**src/rtl/vc_arbiter.sv**
```systemverilog
// vc_arbiter: strict-priority VC0/VC1 read scheduler with VC1 anti-starvation,
//    routing each popped word to D0 or D1 by its MSB.
// Latency: pop (rd) in cycle t -> destination push and data in cycle t+1.
// Backpressure: no pop while either destination is almost full; a word already in flight is still pushed.
// Ports: clk/reset_L (synchronous, active-low); vc*_empty/vc*_data from the VC FIFOs;
//    d*_almost_full from destinations; vc*_rd pop strobes; d*_push/d*_data writes;
//    vc*_grants modulo-256 pop counters.
module vc_arbiter #(
   parameter int BW       = 6,
   parameter int MAX_WAIT = 4
) (
   input  logic          clk,
   input  logic          reset_L,
   input  logic          vc0_empty,
   input  logic          vc1_empty,
   input  logic [BW-1:0] vc0_data,
   input  logic [BW-1:0] vc1_data,
   input  logic          d0_almost_full,
   input  logic          d1_almost_full,
   output logic          vc0_rd,
   output logic          vc1_rd,
   output logic          d0_push,
   output logic          d1_push,
   output logic [BW-1:0] d0_data,
   output logic [BW-1:0] d1_data,
   output logic [7:0]    vc0_grants,
   output logic [7:0]    vc1_grants
);

   localparam logic [3:0] MAX_W = 4'(MAX_WAIT);

   logic          ok;
   logic [3:0]    wait_cnt;
   logic          pop_v;
   logic          pop_src;
   logic [BW-1:0] word;
   logic          live;

   // Grant: the destination is not known until the word is read, so both
   // destinations must have room before anything is popped.
   always_comb begin
      ok     = reset_L && !d0_almost_full && !d1_almost_full;
      vc0_rd = ok && !vc0_empty && (vc1_empty || (wait_cnt < MAX_W));
      vc1_rd = ok && !vc1_empty && !vc0_rd;
   end

   // Route stage. A word popped just before a reset edge is dropped: the push
   // is masked by reset_L so nothing leaves the block while reset is asserted.
   always_comb begin
      word    = pop_src ? vc1_data : vc0_data;
      live    = pop_v && reset_L;
      d0_push = live && !word[BW-1];
      d1_push = live && word[BW-1];
      d0_data = d0_push ? word : '0;
      d1_data = d1_push ? word : '0;
   end

   always_ff @(posedge clk) begin
      if (!reset_L) begin
         pop_v      <= 1'b0;
         pop_src    <= 1'b0;
         wait_cnt   <= 4'd0;
         vc0_grants <= 8'd0;
         vc1_grants <= 8'd0;
      end else begin
         pop_v   <= vc0_rd || vc1_rd;
         pop_src <= vc1_rd;

         // Count VC0 wins only while VC1 is actually waiting. VC0 cannot be
         // granted once the count reaches MAX_W while VC1 waits, so the
         // increment saturates naturally; the guard keeps it explicit.
         if (vc1_empty || vc1_rd)
            wait_cnt <= 4'd0;
         else if (vc0_rd && (wait_cnt < MAX_W))
            wait_cnt <= wait_cnt + 4'd1;

         if (vc0_rd)
            vc0_grants <= vc0_grants + 8'd1;
         if (vc1_rd)
            vc1_grants <= vc1_grants + 8'd1;
      end
   end

endmodule
```
**config.mk**
```make
export PLATFORM = sky130hd
export DESIGN_NAME = vc_arbiter
export DESIGN_NICKNAME = d
export VERILOG_FILES = /design/src/rtl/vc_arbiter.sv
export SDC_FILE = /design/constraint.sdc
export NUM_CORES = 1
export LEC_CHECK = 0
export CAP_MARGIN = 20
export CORE_MARGIN = 2
export CORE_UTILIZATION = 45
export CTS_CLUSTER_DIAMETER = 200
export DETAILED_ROUTE_END_ITERATION = 10
export GPL_ROUTABILITY_DRIVEN = 1
export GPL_TIMING_DRIVEN = 0
export PLACE_DENSITY_LB_ADDON = 0.1
export RECOVER_POWER = 50
export SLEW_MARGIN = 20
export SYNTH_ARGS = -nofsm -noshare
export SYNTH_HDL_FRONTEND = slang
export SYNTH_SLANG_ARGS = --single-unit
```
**constraint.sdc**
```tcl
create_clock -name clk -period 4.8 [get_ports clk]
set_input_delay 0.72 -clock clk [delete_from_list [all_inputs] [get_ports clk]]
set_output_delay 0.72 -clock clk [all_outputs]
set_load 0.02 [all_outputs]
```
# Yosys cells after proc, flatten, opt, wreduce, memory -nomap -nowiden
# Index checks and enable logic that the tools add are counted.
[word_totals] elab_cells=33 ff_bits=22 inputBits=18
[op_classes] n_addsub=3 bitwise_logic=1 n_reduce_logical=20 magnitude_cmp=1 n_mux=3
[ops] op="$mux W6" n=3
[ops] op="$add A8 B1 Y8 const B" n=2
[ops] op="$logic_and A1 B1 Y1" n=10
[ops] op="$logic_not A1 Y1" n=6
[ops] op="$add A4 B1 Y4 const B" n=1
[ops] op="$lt A4 B3 Y1 const B" n=1
[ops] op="$logic_or A1 B1 Y1" n=3
[ops] op="$reduce_or A2 Y1" n=1
[ops] op="$not A1 Y1" n=1

# Logic depth before layout (Yosys ltp)
# Gate-level depths: netlist of the first run.
[depth] depth_word=9 ltp_mapped=6 mapped_depth_nobuf=5

# Least setup slack after synthesis of the first run
# Ideal clock, no wire load.
[synth_path] path_kind="input-to-output" start="input port reset_L" end="output port vc1_rd" n_path_buf=2 path_stages=4 required_ns=4.080 setup_slack_ns=2.376 arrival_ns=1.704 path_cell_list="buf_4 or3b_1 buf_6 nor3_4"
[synth_between] elab_chain_cells=6
[synth_rtl] element="start: declaration" line="13" text="input logic reset_L,"
[synth_rtl] element="$logic_and A1 B1 Y1 (*) (2 in series)" line="42" text="ok = reset_L && !d0_almost_full && !d1_almost_full;"
[synth_rtl] element="$logic_and A1 B1 Y1 (2 in series)" line="43" text="vc0_rd = ok && !vc0_empty && (vc1_empty || (wait_cnt < MAX_W));"
[synth_rtl] element="$logic_not A1 Y1" line="44" text="vc1_rd = ok && !vc1_empty && !vc0_rd;"
[synth_rtl] element="$logic_and A1 B1 Y1 (*)" line="44"
[synth_rtl] element="end: declaration" line="21" text="output logic vc1_rd,"
# Mark *: on every way between the ends. The rest lies on a longest branch, timed or not.

# Worst setup path in the final report of the first run
[layout_path] start="input port d0_almost_full" end="output port vc0_rd"
[layout_between] elab_chain_cells=5
[layout_rtl] element="start: declaration" line="18" text="input logic d0_almost_full,"
[layout_rtl] element="$logic_not A1 Y1" line="42"
[layout_rtl] element="$logic_and A1 B1 Y1 (2 in series)" line="42"
[layout_rtl] element="$logic_and A1 B1 Y1 (2 in series)" line="43"
[layout_rtl] element="end: declaration" line="20" text="output logic vc0_rd,"
# Every way passes these cells.

==> results.md, run 1 <==
- Req. time, crit path: 4080 ps
- Post-synth cell types: 36
- FFs w/ async S/R, synth: 0%
- Worst Hold Depth: 2
- DR iter-0 viols: 9
- Largest delay share family, worst path: buffers and inverters
- Layout cells sized above 1: 7.65%
- Hold_sp: vc1_grants[7]$_SDFFE_PN0P_
- Root Buffer: clkbuf_4
- Dpl hpwl: 2.24 mm
- Overall Power: 366 uW
- Final std cells w/o fill: 213
- Area Growth Syn to Fin: 46.8%
- Largest net degree at the start of global routing: 14
- Seq pwr share: 50.5%
- CTS Sinks: 22
- Tcrit/Tclk final: 76.1%
- FF-to-FF Start: wait_cnt[3]$_SDFFE_PP0P_
- Routed via count: 1,089
- Placed instance count: 209
- Worst skew pair latency: 310 ps
- Cells after Synth: 133
- Crit. End Element: output port
- Unrepaired setup endpoints after global routing: false
- Maxcap violations: 0
- Die W: 54.8 um
- Post-Syn Nets: 154
- CP peak stage delay: 670 ps
- R2R Path End: vc1_grants[4]$_SDFFE_PN0P_
- Clock buffer depth: 2
- R2R cell count: 4
- CTS tree: yes
- Overflow after GRT: 0
- Gpl congestion: 0.691
- Initial Util: 47.3%
- H-tree Lvls: 1
- Min-delay worst type: flip-flop to flip-flop
- Avg Inst Size Synth: 8.73 um2
- Finished layout cell area: 0.00170 mm2
- CP startpoint kind: primary input
- GRT Util Overall: 19.4%
- # Post-CTS Setup Buffers: 0
- Final Core Density: 69.4%
- Final min period: 3650 ps
- DP Area: 0.00166 mm2
- Die Ht: 54.8 um
- TNS Setup: 0 ps
- Setup CP Type: primary input to output port
- Top_reg_cell synth: dfxtp_1
- Core Area: 0.00245 mm2
- Port-buffer cells: 46
- Clock Skews: 15.9 ps
- Hold Vio Cnt, Final: 0
- Yosys reg bits: 22
- Antenna Cells: 0
- Final net count: 205
- Wirelength, routed: 2.79 mm
- CP max stage cell: clkdlybuf4s50_1
- Area of the multi-input gates: 646 um2
- Status: finished, final reports clean
- Cell internal pwr: 289 uW
- Net Sw Frac: 21.2%
- Antenna violations before repair: 0
- Total I/O pin count: 50
- Leakage power: 0.000711 uW
- Peak supply drop: 233 uV
- WL/cell: 13.1 um
- Fill cells: 213
- Row cnt: 18
- Resize count post-CTS: 0
- Vias in the first global route: 969
- Worst path bufs/invs: 3
- Slew Viols, Final: 0
- Synthesis warning total: 0
- Worst Tran Pin Value: 649 ps
- # setup viols final: 0
- Logic pwr share: 10.7%
- Drt pass-1 iters: 4
- Routed Antenna Nets: 0
- Fmax: 274 MHz
- Global-route wire length before repair: 4.22 mm
- Worst-path clk slew: 110 ps
- EDFF count, synth: 0
- # DRC: 0
- Worst-path cell chain: dlygate4sd3_1 > or3b_1 > clkbuf_1 > nor3_4 > clkdlybuf4s50_1
- Mapped Area: 0.00116 mm2
- Slew headroom: 56.4%
- Power Dens Cells: 215 mW/mm2
- CTS Buf Count: 3
- Seq/Total Area, Yosys: 37.9%
- WP data arrival: 2930 ps
- Hold-fix buffer count after cts: 0
- R2r setup slk: 3340 ps
- Die ar.: 0.00300 mm2
- Clock power frac: 38.8%
- Storage element area: 440 um2
- Vias per std cell: 5.11
- Critical path fanouts, max: 6
- Hold Crit Endpoint: vc1_grants[7]$_SDFFE_PN0P_
- Net Switching: 77.6 uW
synth_stat cells (all sizes together) (2+ instances only):
cell type,n,area share (%)
a21oi,5,2.2
and3,4,2.2
buf,4,2.9
clkbuf,4,1.3
dfxtp,22,38
ha,3,3.2
inv,7,2.3
mux2i,14,12
nand2,16,5.2
nand2b,2,1.1
nand3,5,2.2
nand4,3,1.6
nor2,17,5.5
nor3,4,3.7
nor4,2,2.4
o21ai,2,0.86
xnor2,3,2.3
cell type report:
class	instances	area share (%)
plain buffers	8	2.42
clock buffers	3	1.32
clock inverters	1	1.76
inverters	7	1.54
multi-input cells	96	37.9
flip-flops and latches	22	25.8
well taps	30	2.20
repair buffers	46	27.0
layout by cell type (no fill, tap or decap), drive strengths merged, types with 3 or more instances in the layout:
cell type       n
clkdlybuf4s50  34
dfxtp          22
nor2           17
nand2          16
mux2i          14
dlygate4sd3    12
clkbuf          8
inv             7
nand3           5
a21oi           5
and3            4
nor3            4
buf             3
xnor2           3
nand4           3
ha              3
layer usage:
| metal | GRT usage [%] | vias to the layer above | routed length (um) | part of all wire [%] |
|---|---|---|---|---|
| met2 | 34.1 | 25 | 1420 | 51 |
| met1 | 23.8 | 511 | 1220 | 44 |
| li1 | - | 551 | - | - |
| met3 | 2.19 | 2 | 127 | 4.6 |
| met4 | 7.50 | 0 | 19 | 0.68 |
| met5 | 0 | - | 0 | 0 |
metrics by stage:
stage	hold slack [ps]	setup slack [ps]
6_report	481	1150
5_1_grt	502	1070
4_1_cts	488	1400
3_5_place_dp	471	1410
3_3_place_gp	448	1420
2_1_floorplan	440	2380
how the worst max path moves through the flow:
stage                  end  cells past startpoint           start  slack [ps]
finish              vc0_rd                      5  d0_almost_full        1150
global route        vc1_rd                      5  d0_almost_full        1070
CTS                 vc0_rd                      5  d0_almost_full        1400
detailed placement  vc0_rd                      5  d0_almost_full        1410
global placement    vc0_rd                      5  d0_almost_full        1420
floorplan           vc1_rd                      4         reset_L        2380
power by group through the flow:
stage	clock network, uW	logic (uW)	registers [uW]
after CTS	144	40.6	185
after detailed placement	0	40.3	189
after floorplan	0	18.6	190
final	142	39.2	185
after global placement	0	39.5	189
after global routing	152	42.5	185
registers in the layout, indices dropped and copies added, names as in the netlist:
register	flops
pop_src	1
pop_v	1
vc0_grants	8
vc1_grants	8
wait_cnt	4
worst min-delay path, cell delays in order (launching register included):
cell and delay [ps]:
dfxtp_1 340, nand2_1 50, mux2i_1 60
cell families after synthesis:
kind of cell	count (synthesis)	share of synthesized area, %
simple gates	60	28.4
flops	22	37.9
mux	15	13.0
buf+inv	15	6.47
compound gates	13	7.54
xor+xnor	4	3.02
fa+ha+maj	3	3.23
other cells	1	0.323
(Power assumes the default switching activity.)
==> run 2: changes to the inputs <==
--- a/config.mk
+++ b/config.mk
@@ -7,7 +7,7 @@
 export LEC_CHECK = 0
 export CAP_MARGIN = 20
 export CORE_MARGIN = 2
-export CORE_UTILIZATION = 45
+export CORE_UTILIZATION = 41
 export CTS_CLUSTER_DIAMETER = 200
 export DETAILED_ROUTE_END_ITERATION = 10
 export GPL_ROUTABILITY_DRIVEN = 1
==> constraint.sdc (replaced) <==
create_clock -name clk -period 3.4 [get_ports clk]
set_input_delay 0.51 -clock clk [delete_from_list [all_inputs] [get_ports clk]]
set_output_delay 0.51 -clock clk [all_outputs]
set_load 0.02 [all_outputs]
==> run 2 against run 1 <==
Flip-flop and latch count did not move. Clock power rose by 3%. Combinational power increased by 41%. Global-route usage down 0.85 points. Clock-buffer cell count increased by 1. Die area is 9.0% higher. Non-clock buffer count stayed put. Wire length rose by 3.1%. Worst hold slack better by 17 ps.
==> results.md, run 2 (same netlist as run 1, synthesis figures left out) <==
- GRT Util Overall: 18.5% (-0.85 points)
- DP Area: 0.00166 mm2 (about the same)
- Gpl congestion: 0.713 (+3.1%)
- Worst path bufs/invs: 3 (unchanged)
- Overall Power: 462 uW (+26%)
- Commonest non-fill, non-tap cell in the layout: clkdlybuf4s50_1
- Final Core Density: 61.8% (-7.6 points)
- CP startpoint kind: primary input
- Core Area: 0.00273 mm2 (+11%)
- Slew Viols, Final: 0 (unchanged)
- Routed via count: 1,119 (+2.8%)
- Worst Tran Pin Value: 705 ps (+55.5 ps)
- Dpl ws: 411 ps (-1000 ps)
- Root Buffer: clkbuf_4
- Top cell by count, worst path: clkdlybuf4s50_1
- H-tree Lvls: 1 (unchanged)
- Final net count: 205 (unchanged)
- Vias per std cell: 5.23 (+2.3%)
- Area of the multi-input gates: 646 um2 (unchanged)
- FF-to-FF Start: wait_cnt[3]$_SDFFE_PP0P_
- Power Dens Cells: 274 mW/mm2 (+27%)
- WP data arrival: 2610 ps (-320 ps)
- Largest net degree at the start of global routing: 13 (-1)
- Peak supply drop: 217 uV (-6.6%)
- Die ar.: 0.00327 mm2 (+9.0%)
- DR iter-0 viols: 56 (+47)
- Maxcap violations: 0 (unchanged)
- Clock Skews: 8.79 ps (-7.09 ps)
- Unrepaired setup endpoints after global routing: false
- Critical path fanouts, max: 6 (unchanged)
- Worst-path cell chain: clkdlybuf4s50_1 > or3b_1 > clkbuf_1 > nor3_4 > clkdlybuf4s50_1
- Overflow after GRT: 0 (unchanged)
- WL/cell: 13.4 um (+2.6%)
- Antenna violations before repair: 0 (unchanged)
- Clock buffer depth: 2 (unchanged)
- Worst skew pair latency: 320 ps (about the same)
- Hold_sp: wait_cnt[1]$_SDFFE_PP0P_
- Tcrit/Tclk final: 91.8%
- CP max stage cell: clkdlybuf4s50_1
- Setup CP Type: primary input to output port
- CTS Sinks: 22 (unchanged)
- CTS tree: yes
- Total I/O pin count: 50 (unchanged)
- Antenna Cells: 0 (unchanged)
- Die W: 57.2 um (+4.4%)
- # setup viols final: 0 (unchanged)
- Largest delay share family, worst path: buffers and inverters
- Hold Vio Cnt, Final: 0 (unchanged)
- Vias in the first global route: 1,121 (+16%)
- Req. time, crit path: 2890 ps (-1190 ps)
- Row cnt: 19 (+1)
- Area Growth Syn to Fin: 45.5%
- Layout cells sized above 1: 7.10% (-0.55 points)
- TNS Setup: 0 ps (unchanged)
- Dpl hpwl: 2.25 mm (+0.33%)
- Leakage power: 0.000710 uW (about the same)
- Initial Util: 42.5% (-4.8 points)
- Wirelength, routed: 2.87 mm (+3.1%)
- CTS Buf Count: 3 (unchanged)
- Crit. End Element: output port
- Storage element area: 440 um2 (unchanged)
- Resize count post-CTS: 0 (unchanged)
- Fill cells: 250 (+17%)
- Slew headroom: 52.7% (-3.7 points)
- Global-route wire length before repair: 4.77 mm (+13%)
- Drt pass-1 iters: 4 (unchanged)
- # DRC: 0 (unchanged)
- Worst setup slack after layout: 280 ps (-866 ps)
- Fmax: 321 MHz
- Status: finished, final reports clean
- # Post-CTS Setup Buffers: 0 (unchanged)
- Hold-fix buffer count after cts: 0 (unchanged)
- Commonest non-fill, non-tap cells in the layout: clkdlybuf4s50_1 (35), dfxtp_1 (22), nor2_1 (17)
- Final min period: 3120 ps
- Routed Antenna Nets: 0 (unchanged)
- CP startpoint: d0_almost_full
- Top Registers: vc0_grants (8), vc1_grants (8), wait_cnt (4)
- Finished layout cell area: 0.00169 mm2 (-0.88%)
- Min-delay worst type: flip-flop to flip-flop
- Worst-path clk slew: 120 ps (about the same)
- Die Ht: 57.2 um (+4.4%)
- CP peak stage delay: 680 ps (about the same)
- Port-buffer cells: 46 (unchanged)
==> run 2: changes by cell type in the layout (fill, tap and decap cells not counted) <==
cell,before,now
bufinv_16,1,0
clkbuf_8,0,1
clkdlybuf4s50_1,34,35
dlygate4sd3_1,12,11
o21ba_1,0,1
o21ba_2,1,0
==> run 2: final cells by class <==
class                           instances  area share (%)
Buffer                                  8            2.44
Clock buffer                            4            2.15
Inverter                                7            1.56
Multi-Input combinational cell         96            38.2
Sequential cell                        22            26.1
Tap cell                               31            2.30
Timing Repair Buffer                   46            27.3
==> run 2: stage by stage <==
stage	instances	hold slack, ps
2_1_floorplan	133	440
3_3_place_gp	210	448
3_5_place_dp	210	479
4_1_cts	214	500
5_1_grt	214	524
6_report	214	497
==> run 2: worst min-delay path, stage by stage (launching register included) <==
cell and delay (ps):
dfxtp_1 340, nand2_1 60, a21oi_1 60
==> run 2: path summary, 6_finish.rpt <==
check,cells after the start,endpoint,slack [ps]
setup / recovery,5,vc0_rd,280
hold / removal,2,wait_cnt[1]$_SDFFE_PP0P_,500
setup reg to reg,4,vc1_grants[4]$_SDFFE_PN0P_,1920
hold reg to reg,2,wait_cnt[1]$_SDFFE_PP0P_,500
==> run 2: power by group <==
group          total [uW]  switching [uW]  internal [uW]
clock                 146            80.5           65.5
sequential            261            1.71            260
combinational        55.2            26.2           29.0
total                 462             108            354
==> run 2: layer usage <==
layer / routed length, um / track usage (%)
met1: 1240 / 22.8
met2: 1460 / 31.7
met3: 142 / 3.40
met4: 37 / 7.97
met5: 0 / 0
